[src/rtl/fw_config_sequencer.sv]
// Firmware config sequencer: drains the trace pipeline, drops tracing, streams staged
// bytes per block on configId/configData, then restores tracing. Optional: CFG_CHECKSUM_EN.
module fw_config_sequencer #(
  parameter int unsigned NUM_BLOCKS      = 4,
  parameter int unsigned BYTES_PER_BLOCK = 12,
  parameter int unsigned BASE_ID         = 1,
  parameter logic [7:0]  IDLE_ID         = 8'hFF,
  parameter int unsigned DRAIN_CYCLES    = 8,
  localparam int unsigned BLK_W = (NUM_BLOCKS > 1) ? $clog2(NUM_BLOCKS) : 1,
  localparam int unsigned IDX_W = (BYTES_PER_BLOCK > 1) ? $clog2(BYTES_PER_BLOCK) : 1
) (
  input  logic             clk,
  input  logic             rst_n,
  input  logic             cfg_wr_en,
  input  logic [BLK_W-1:0] cfg_wr_block,
  input  logic [IDX_W-1:0] cfg_wr_idx,
  input  logic [7:0]       cfg_wr_data,
  output logic             wr_reject,
  input  logic             start,
  output logic             busy,
  output logic             done,
  input  logic             pipe_valid,
  output logic             tracing,
  output logic [7:0]       configId,
  output logic [7:0]       configData
`ifdef CFG_CHECKSUM_EN
  ,
  output logic [7:0]       checksum
`endif
);

  localparam int unsigned DRN_W = (DRAIN_CYCLES > 0) ? $clog2(DRAIN_CYCLES + 1) : 1;
  // Staging table padded to powers of two so every index value is in bounds
  localparam int unsigned STG_B = 32'd1 << BLK_W;
  localparam int unsigned STG_K = 32'd1 << IDX_W;

  typedef enum logic [2:0] {
    S_IDLE, S_DRAIN, S_FLUSH, S_SEND, S_GAP, S_RESUME
  } state_t;

  state_t           r_state, w_state_nxt;
  logic [BLK_W-1:0] r_blk, w_blk_nxt;
  logic [IDX_W-1:0] r_k, w_k_nxt;
  logic [DRN_W-1:0] r_drain, w_drain_nxt;
  logic             w_drain_done;

  logic [7:0]       r_stage [STG_B][STG_K];
  logic [7:0]       w_stage_byte;
  logic             w_wr_range_bad;
  logic             w_wr_ok;
  logic             w_wr_rej;

  logic             r_wr_reject;
  logic             r_busy;
  logic             r_done;
  logic             r_tracing;
  logic [7:0]       r_config_id;
  logic [7:0]       r_config_data;

  assign w_wr_range_bad = (32'(cfg_wr_idx) >= BYTES_PER_BLOCK) ||
                          (32'(cfg_wr_block) >= NUM_BLOCKS);
  assign w_wr_ok        = cfg_wr_en && (r_state == S_IDLE) && !w_wr_range_bad;
  assign w_wr_rej       = cfg_wr_en && ((r_state != S_IDLE) || w_wr_range_bad);
  assign w_stage_byte   = r_stage[w_blk_nxt][w_k_nxt];

  // Next-state and sequencing counters
  always_comb begin
    w_state_nxt  = r_state;
    w_blk_nxt    = r_blk;
    w_k_nxt      = r_k;
    w_drain_nxt  = r_drain;
    w_drain_done = 1'b0;
    case (r_state)
      S_IDLE: begin
        if (start) begin
          w_state_nxt = S_DRAIN;
          w_drain_nxt = '0;
        end
      end
      S_DRAIN: begin
        w_drain_nxt  = pipe_valid ? '0 : r_drain + 1'b1;
        w_drain_done = (DRAIN_CYCLES == 0) || (32'(w_drain_nxt) == DRAIN_CYCLES);
        if (w_drain_done) begin
          w_state_nxt = S_FLUSH;
          w_blk_nxt   = '0;
          w_k_nxt     = '0;
        end
      end
      S_FLUSH: w_state_nxt = S_SEND;
      S_SEND: begin
        if (r_k == IDX_W'(BYTES_PER_BLOCK - 1)) begin
          w_state_nxt = S_GAP;
        end else begin
          w_k_nxt = r_k + 1'b1;
        end
      end
      S_GAP: begin
        if (r_blk != BLK_W'(NUM_BLOCKS - 1)) begin
          w_state_nxt = S_SEND;
          w_blk_nxt   = r_blk + 1'b1;
          w_k_nxt     = '0;
        end else begin
          w_state_nxt = S_RESUME;
        end
      end
      S_RESUME: w_state_nxt = S_IDLE;
      default:  w_state_nxt = S_IDLE;
    endcase
  end

  // State, counters and outputs; outputs are registered from the next state
  always_ff @(posedge clk or negedge rst_n) begin
    if (!rst_n) begin
      r_state       <= S_IDLE;
      r_blk         <= '0;
      r_k           <= '0;
      r_drain       <= '0;
      r_wr_reject   <= 1'b0;
      r_busy        <= 1'b0;
      r_done        <= 1'b0;
      r_tracing     <= 1'b1;
      r_config_id   <= IDLE_ID;
      r_config_data <= '0;
    end else begin
      r_state       <= w_state_nxt;
      r_blk         <= w_blk_nxt;
      r_k           <= w_k_nxt;
      r_drain       <= w_drain_nxt;
      r_wr_reject   <= w_wr_rej;
      r_busy        <= (w_state_nxt != S_IDLE);
      r_done        <= (w_state_nxt == S_RESUME);
      r_tracing     <= (w_state_nxt inside {S_IDLE, S_DRAIN, S_RESUME});
      r_config_id   <= (w_state_nxt == S_SEND) ? 8'(BASE_ID) + 8'(w_blk_nxt) : IDLE_ID;
      r_config_data <= (w_state_nxt == S_SEND) ? w_stage_byte : 8'h00;
    end
  end

  // Staging table, written by the host while idle
  always_ff @(posedge clk or negedge rst_n) begin
    if (!rst_n) begin
      for (int b = 0; b < int'(STG_B); b++) begin
        for (int k = 0; k < int'(STG_K); k++) begin
          r_stage[b][k] <= 8'h00;
        end
      end
    end else if (w_wr_ok) begin
      r_stage[cfg_wr_block][cfg_wr_idx] <= cfg_wr_data;
    end
  end

  assign wr_reject  = r_wr_reject;
  assign busy       = r_busy;
  assign done       = r_done;
  assign tracing    = r_tracing;
  assign configId   = r_config_id;
  assign configData = r_config_data;

`ifdef CFG_CHECKSUM_EN
  logic [7:0] r_csum_acc;
  logic [7:0] r_checksum;

  // Running XOR of streamed bytes, published on RESUME and held until next FLUSH
  always_ff @(posedge clk or negedge rst_n) begin
    if (!rst_n) begin
      r_csum_acc <= 8'h00;
      r_checksum <= 8'h00;
    end else if (w_state_nxt == S_FLUSH) begin
      r_csum_acc <= 8'h00;
      r_checksum <= 8'h00;
    end else if (w_state_nxt == S_SEND) begin
      r_csum_acc <= r_csum_acc ^ w_stage_byte;
    end else if (w_state_nxt == S_RESUME) begin
      r_checksum <= r_csum_acc;
    end
  end

  assign checksum = r_checksum;
`endif

endmodule

[config.mk]
export PLATFORM = sky130hd
export DESIGN_NAME = fw_config_sequencer
export DESIGN_NICKNAME = d
export VERILOG_FILES = /design/src/rtl/fw_config_sequencer.sv
export SDC_FILE = /design/constraint.sdc
export NUM_CORES = 1
export LEC_CHECK = 0
export CORE_ASPECT_RATIO = 0.6
export CORE_MARGIN = 1.5
export CORE_UTILIZATION = 54
export DETAILED_ROUTE_END_ITERATION = 10
export PLACE_DENSITY = 0.72
export SETUP_SLACK_MARGIN = 0.1
export SYNTH_ARGS = -nofsm -noshare
export SYNTH_HDL_FRONTEND = slang
export SYNTH_SLANG_ARGS = --single-unit
[constraint.sdc]
create_clock -name clk -period 3.7 [get_ports clk]
set_input_delay 0.555 -clock clk [delete_from_list [all_inputs] [get_ports clk]]
set_output_delay 0.555 -clock clk [all_outputs]
set_load 0.005 [all_outputs]
==> flow_summary.yaml, run 1 <==
run_status:
  outcome: "complete, no violations"
yosys:
  async_reset_ff_frac: 1.00
  synth_nets: 1980
  syn_inst: 1958
  synth_area_um2: 23800
  yosysTopAreaCellShare: 0.564
  seq_area_frac_synth: 0.570
  synth_common_cells: "536 x dfrtp_1, 387 x mux2_2, 201 x clkbuf_1"
  synth_top_cell_by_area: "dfrtp_1"
  synth_area_per_cell_um2: 12.1
  synth_ff_type: "dfrtp_1"
  ys_types: 74
  ys_ff_latch: 541
  synth_area_leaders: "dfrtp_1 56%, mux2_2 18%, clkbuf_1 3.2%, o22ai_1 3.1%, nand2_1 3.1%"
  synth-edff-count: 0
  synth_most_common_cell: "dfrtp_1"
  yosysWarnings: 0
clock_tree:
  cts_htree_levels: 2
  path_clk_slew_ns: 0.06
  root_buffer: "clkbuf_16"
  clock_sinks: 541
  cts_setup_buffers: 0
  clock_latency_ns: 0.58
  cts_buffers: 49
  clock_path_buffers: 3
  cts_tree: "yes"
floorplan:
  num_rows: 59
  io-pin-count: 39
  die_area_um2: 45300
  die_w_um: 274
  initial_core_util: 0.548
  die_h_um: 166
  core-area_um2: 43400
global_route:
  gr-usage-all-layers: 0.282
  antenna_found_initial: 1
  grt_pass1_wl_mm: 96.6
  grt_max_degree: 95
  overflow: 0
  grt_pass1_vias: 15800
layout:
  num-fill-cells: 3314
  antennaDiodeCount: 0
  seq_area_um2: 13500
  nets: 1884
  multi_input_area_um2: 9060
  drive_above_1_share: 0.333
  areaGrowthSynthToFinish_pct: 10.7
  fin_util: 0.606
sta:
  finalSetupTns_ns: 0
  setup_viol: 0
  slew_viol_final: 0
  rsz0062_at_grt: "false"
  fin_skew_ns: 0.0334
  hold_violations: 0
  relSlewSlack: 0.231
  layout_min_cycle_time_ns: 3.40
  fmax_mhz: 294
  tightest_slew_ns: 1.15
  finalCritPeriodShare: 0.918
job:
  maxCapViolations: 0
power_and_ir_drop:
  clkPwrFrac: 0.465
  power_density_nw_per_um2: 441
  p_sw_uw: 2500
  p_leak_uw: 0.0128
  swShare: 0.215
  peakVddDrop_uv: 358
  p_seq_frac: 0.511
  p_comb_frac: 0.024
  p_int_uw: 9110
route:
  viasPerCell: 6.25
  wire_per_inst_um: 25.1
  final_antenna_net_count: 0
  finalWirelength_mm: 62.2
  num_vias: 15500
  dr.pass1.iters: 8
  initialDrtViolationCount: 1454
  route.detailed.drc: 0
critical_path:
  slowest_stage: "dfrtp_1"
  worstPathCellList: "ha_1, and4b_4, a22oi_4, o311ai_2, and2_1, inv_2, nand2_1, buf_4, a21oi_1, o22a_1, o32ai_2"
  r2r_cells: 11
  worstPathRequired_ns: 4.15
  crit_fanout: 14
  cp-start-kind: "flip-flop"
  r2r-end: "configData[5]"
  cp_slowest_stage_delay_ns: 0.43
  cp.arrival_ns: 3.84
  critical_path_class: "reg -> reg"
  critPathCaptureType: "flip-flop"
  r2r_setup_slack_ns: 0.30
  worstReg2RegStart: "r_drain[0]"
worst_hold_path:
  hold_start: "r_stage[267]"
  hold_path_end: "r_stage[267]"
  hold_class: "reg -> reg"
  hold_depth: 0
placed_design:
  portBuffers: 38
  hpwl_mm: 39.6
  place.gp.congestion: 0.839
power by group through the flow:
stage          Sequential (uW)  Clock (uW)  Combinational [uW]
2_1_floorplan             6040           0                73.0
3_3_place_gp              6040           0                 269
3_5_place_dp              6040           0                 278
4_1_cts                   5930        5480                 281
5_1_grt                   5930        5740                 309
6_report                  5930        5400                 277
final cells by class:
type                    count  share of cell area
clock buffers              70              0.0546
multi-input cells        1136               0.344
inverters                   9             0.00128
flip-flops and latches    541               0.515
well taps                 579              0.0275
clock inverters            21              0.0108
repair buffers            125              0.0466
worst max-delay path: cells and delay by family, from the launching register on:
family | cells | cell delay (ns)
adders and majority gates | 1 | 0.38
buffers and inverters | 2 | 0.39
AOI/OAI and AO/OA | 5 | 1.37
and+or+nand+nor | 3 | 0.70
DFF | 1 | 0.43
registers in the layout (all words and copies together) (netlist names):
| register | flops |
|---|---|
| r_k | 4 |
| tracing | 1 |
| done | 1 |
| configData | 8 |
| wr_reject | 1 |
| busy | 1 |
| r_blk | 2 |
| r_drain | 4 |
| r_stage | 512 |
| configId | 4 |
| r_state | 3 |
placed cells by master (no fill, tap or decap), drive strengths merged, types with 6 or more instances in the layout:
master,instances
a211o,9
a211oi,23
a21o,8
a21oi,20
a311oi,14
a31oi,22
buf,95
bufinv,6
clkbuf,70
clkdlybuf4s50,29
clkinv,12
dfrtp,536
inv,9
mux2,387
mux2i,35
nand2,196
nand3,60
nor2,56
nor2b,6
nor3,14
o211ai,12
o21ai,34
o221ai,34
o22a,7
o22ai,119
o311ai,9
o31ai,10
o32ai,9
or3,8
per-layer routing:
layer	vias to the layer above	wire, um	GRT usage	share of wire
met4	0	1770	0.0829	0.028
met5	-	0	0	0
met2	580	26400	0.406	0.42
li1	6784	-	-	-
met1	8034	28500	0.409	0.46
met3	118	5540	0.0878	0.089
through the flow:
| stage | hold slack, ns | total power, uW | cells | instance area (um^2) | setup slack [ns] |
|---|---|---|---|---|---|
| floorplan | 0.259 | 6110 | 1958 | 23800 | 1.06 |
| global placement | 0.364 | 6310 | 2389 | 24600 | 0.186 |
| detailed placement | 0.365 | 6320 | 2389 | 24600 | 0.139 |
| CTS | 0.378 | 11700 | 2481 | 26300 | 0.333 |
| global route | 0.382 | 12000 | 2481 | 26300 | 0.126 |
| finish | 0.374 | 11600 | 2481 | 26300 | 0.304 |
kinds of logic (layout without fill, tap and decap cells):
| family | Yosys count | count (layout) | share of synthesized area |
|---|---|---|---|
| AO/OA/AOI/OAI | 342 | 342 | 0.107 |
| XOR/XNOR | 2 | 2 | 0.000737 |
| adder cells (fa/ha/maj) | 3 | 3 | 0.00158 |
| buffers and inverters | 281 | 225 | 0.0509 |
| flip-flops | 541 | 541 | 0.570 |
| multiplexers | 422 | 422 | 0.198 |
| AND/OR/NAND/NOR | 367 | 367 | 0.0716 |
repair_timing:
action	in CTS	in global routing
endpoints found under the hold margin	23	0
hold buffers	1	0
resized for setup	0	1
endpoints found under the setup margin	0	1
worst max path at each step:
stage	from	endpoint	slack (ns)
2_1_floorplan	r_drain[0]	configData[5]	1.06
3_3_place_gp	pipe_valid	configData[5]	0.19
3_5_place_dp	pipe_valid	configData[7]	0.14
4_1_cts	r_drain[0]	configData[7]	0.33
5_1_grt	r_drain[0]	configData[7]	0.13
6_report	r_drain[0]	configData[5]	0.30
Power figures use the tool's default switching activity.
==> run 2: changes to the inputs <==
- CORE_UTILIZATION: 54 -> 45
- PLACE_DENSITY: 0.72 -> 0.63
- clock period: 3.7 -> 3.4 ns (I/O delays scaled with it)
==> flow_summary.yaml, run 2 (synthesis results as in run 1) <==
global_route:
  top_usage_layer: "met1"
  grt_pass1_vias: 16000
  grt_max_degree: 95
  global_route.usage.met1: 0.379
  grt_pass1_wl_mm: 102
  antenna_found_initial: 0
  use_met3: 0.0724
  gr-usage-all-layers: 0.249
  met2_usage: 0.344
  overflow: 0
critical_path:
  critical_path_class: "reg -> reg"
  cp-start-kind: "flip-flop"
  worstReg2RegStart: "r_drain[0]"
  r2r_cells: 12
  r2r_setup_slack_ns: 0.19
  r2r-end: "configData[4]"
  cp.arrival_ns: 3.71
  worstPathRequired_ns: 3.89
  critPathCaptureType: "flip-flop"
  crit_fanout: 38
power_and_ir_drop:
  p_leak_uw: 0.0130
  finalPower_uw: 12400
  peakVddDrop_uv: 467
  power_density_nw_per_um2: 462
layout:
  final_area_um2: 26800
  regMostFlops: "r_stage"
  layout_commonest_cell: "dfrtp_1"
  nets: 1908
  stdcell_count: 2629
  antennaDiodeCount: 0
  final_cell_mix: "536 x dfrtp_1, 387 x mux2_2, 195 x nand2_1, 118 x o22ai_1, 86 x buf_4"
  largest_reg_flops: 512
  areaGrowthSynthToFinish_pct: 12.8
  drive_above_1_share: 0.353
placed_design:
  post-place-ws_ns: -0.0542
  portBuffers: 38
  dpl.cell_count: 2530
  place.gp.congestion: 0.902
  hpwl_mm: 42.8
  post_dp_cell_area_um2: 24900
clock_tree:
  path_clk_slew_ns: 0.07
  root_buffer: "clkbuf_16"
  cts_tree: "yes"
  clock_sinks: 541
  clock_latency_ns: 0.60
  cts_htree_levels: 2
  cts_buffers: 49
  clock_path_buffers: 3
  ctsHoldBuffers: 0
sta:
  layout_min_cycle_time_ns: 3.21
  finalSetupTns_ns: 0
  fmax_mhz: 311
  rsz0062_at_grt: "false"
  slew_viol_final: 0
  holdWs_ns: -0.0493
  hold_violations: 11
  tightest_slew_ns: 1.27
  layout_setup_ws_ns: 0.186
  setup_viol: 0
  finalCritPeriodShare: 0.945
  relSlewSlack: 0.151
  fin_skew_ns: 0.0230
floorplan:
  die_w_um: 300
  initial_core_util: 0.454
  die_area_um2: 54300
  io-pin-count: 39
  core-area_um2: 52400
  die_h_um: 181
  num_rows: 65
run_status:
  outcome: "complete, but fails checks"
  violations: "hold timing"
route:
  wire_per_inst_um: 25.7
  final_antenna_net_count: 0
  initialDrtViolationCount: 1570
  route.detailed.drc: 0
  finalWirelength_mm: 67.5
  num_vias: 15700
  dr.pass1.iters: 5
  viasPerCell: 5.96
worst_hold_path:
  hold_class: "in -> async"
job:
  maxCapViolations: 0
[run 2: changes by cell type in the layout (fill, tap and decap cells not counted), sizes merged]
cell         before  now
buf              95  118
bufinv            6    2
clkinv           12   15
inv               9   11
clkbuf           70   71
dlygate4sd3       1    0
[run 2: worst max-delay path by stage]
stage                     startpoint       endpoint  depth (start not counted)
after floorplan           r_drain[0]  configData[5]                         11
after global placement    pipe_valid  configData[5]                         12
after detailed placement  r_drain[0]  configData[5]                         10
after CTS                 r_drain[0]  configData[5]                         10
after global routing      r_drain[0]  configData[7]                         11
final                     r_drain[0]  configData[4]                         12
[run 2: cell type report]
class / instances / area [um^2]
Clock buffer: 69 / 1410
Tap cell: 703 / 880
Timing Repair Buffer: 149 / 1500
Clock inverter: 22 / 201
Inverter: 9 / 36.3
Multi-Input combinational cell: 1136 / 9230
Sequential cell: 541 / 13500
Fill cell: 4504 / 25600
[run 2: per-stage QoR]
step / util / hold WS (ns)
after floorplan: - / 0.214
after global routing: 0.512 / 0.0106
after CTS: 0.508 / 0.00546
final: 0.512 / -0.0493
after detailed placement: 0.476 / 0.365
after global placement: 0.476 / 0.364
[run 2: worst max-delay path: stages, from the launching register on]
cell	delay, ns
dfrtp_1	0.46
ha_4	0.29
and4b_4	0.35
a22o_1	0.26
nand2_1	0.19
nand2_1	0.14
inv_2	0.06
buf_12	0.17
nand3_1	0.17
o221ai_1	0.21
o211ai_2	0.33
o311ai_1	0.19
o32ai_2	0.22
[run 2: timing repair]
| item | 4_1_cts | 5_1_grt |
|---|---|---|
| cloned | 0 | 2 |
| pin swaps | 0 | 6 |
| endpoints found under the setup margin | 6 | 8 |
| setup buffers | 0 | 6 |
| gates resized for setup | 14 | 14 |
[run 2: routing by layer]
layer,share of wire,routed length [um]
met4,0.023,1580
met1,0.47,31800
met3,0.091,6170
met2,0.41,28000
met5,0,0
[run 2: report_power, final]
| group | switching [uW] | internal [uW] |
|---|---|---|
| Clock | 2530 | 3080 |
| Sequential | 6.69 | 6450 |
| Combinational | 265 | 60.7 |
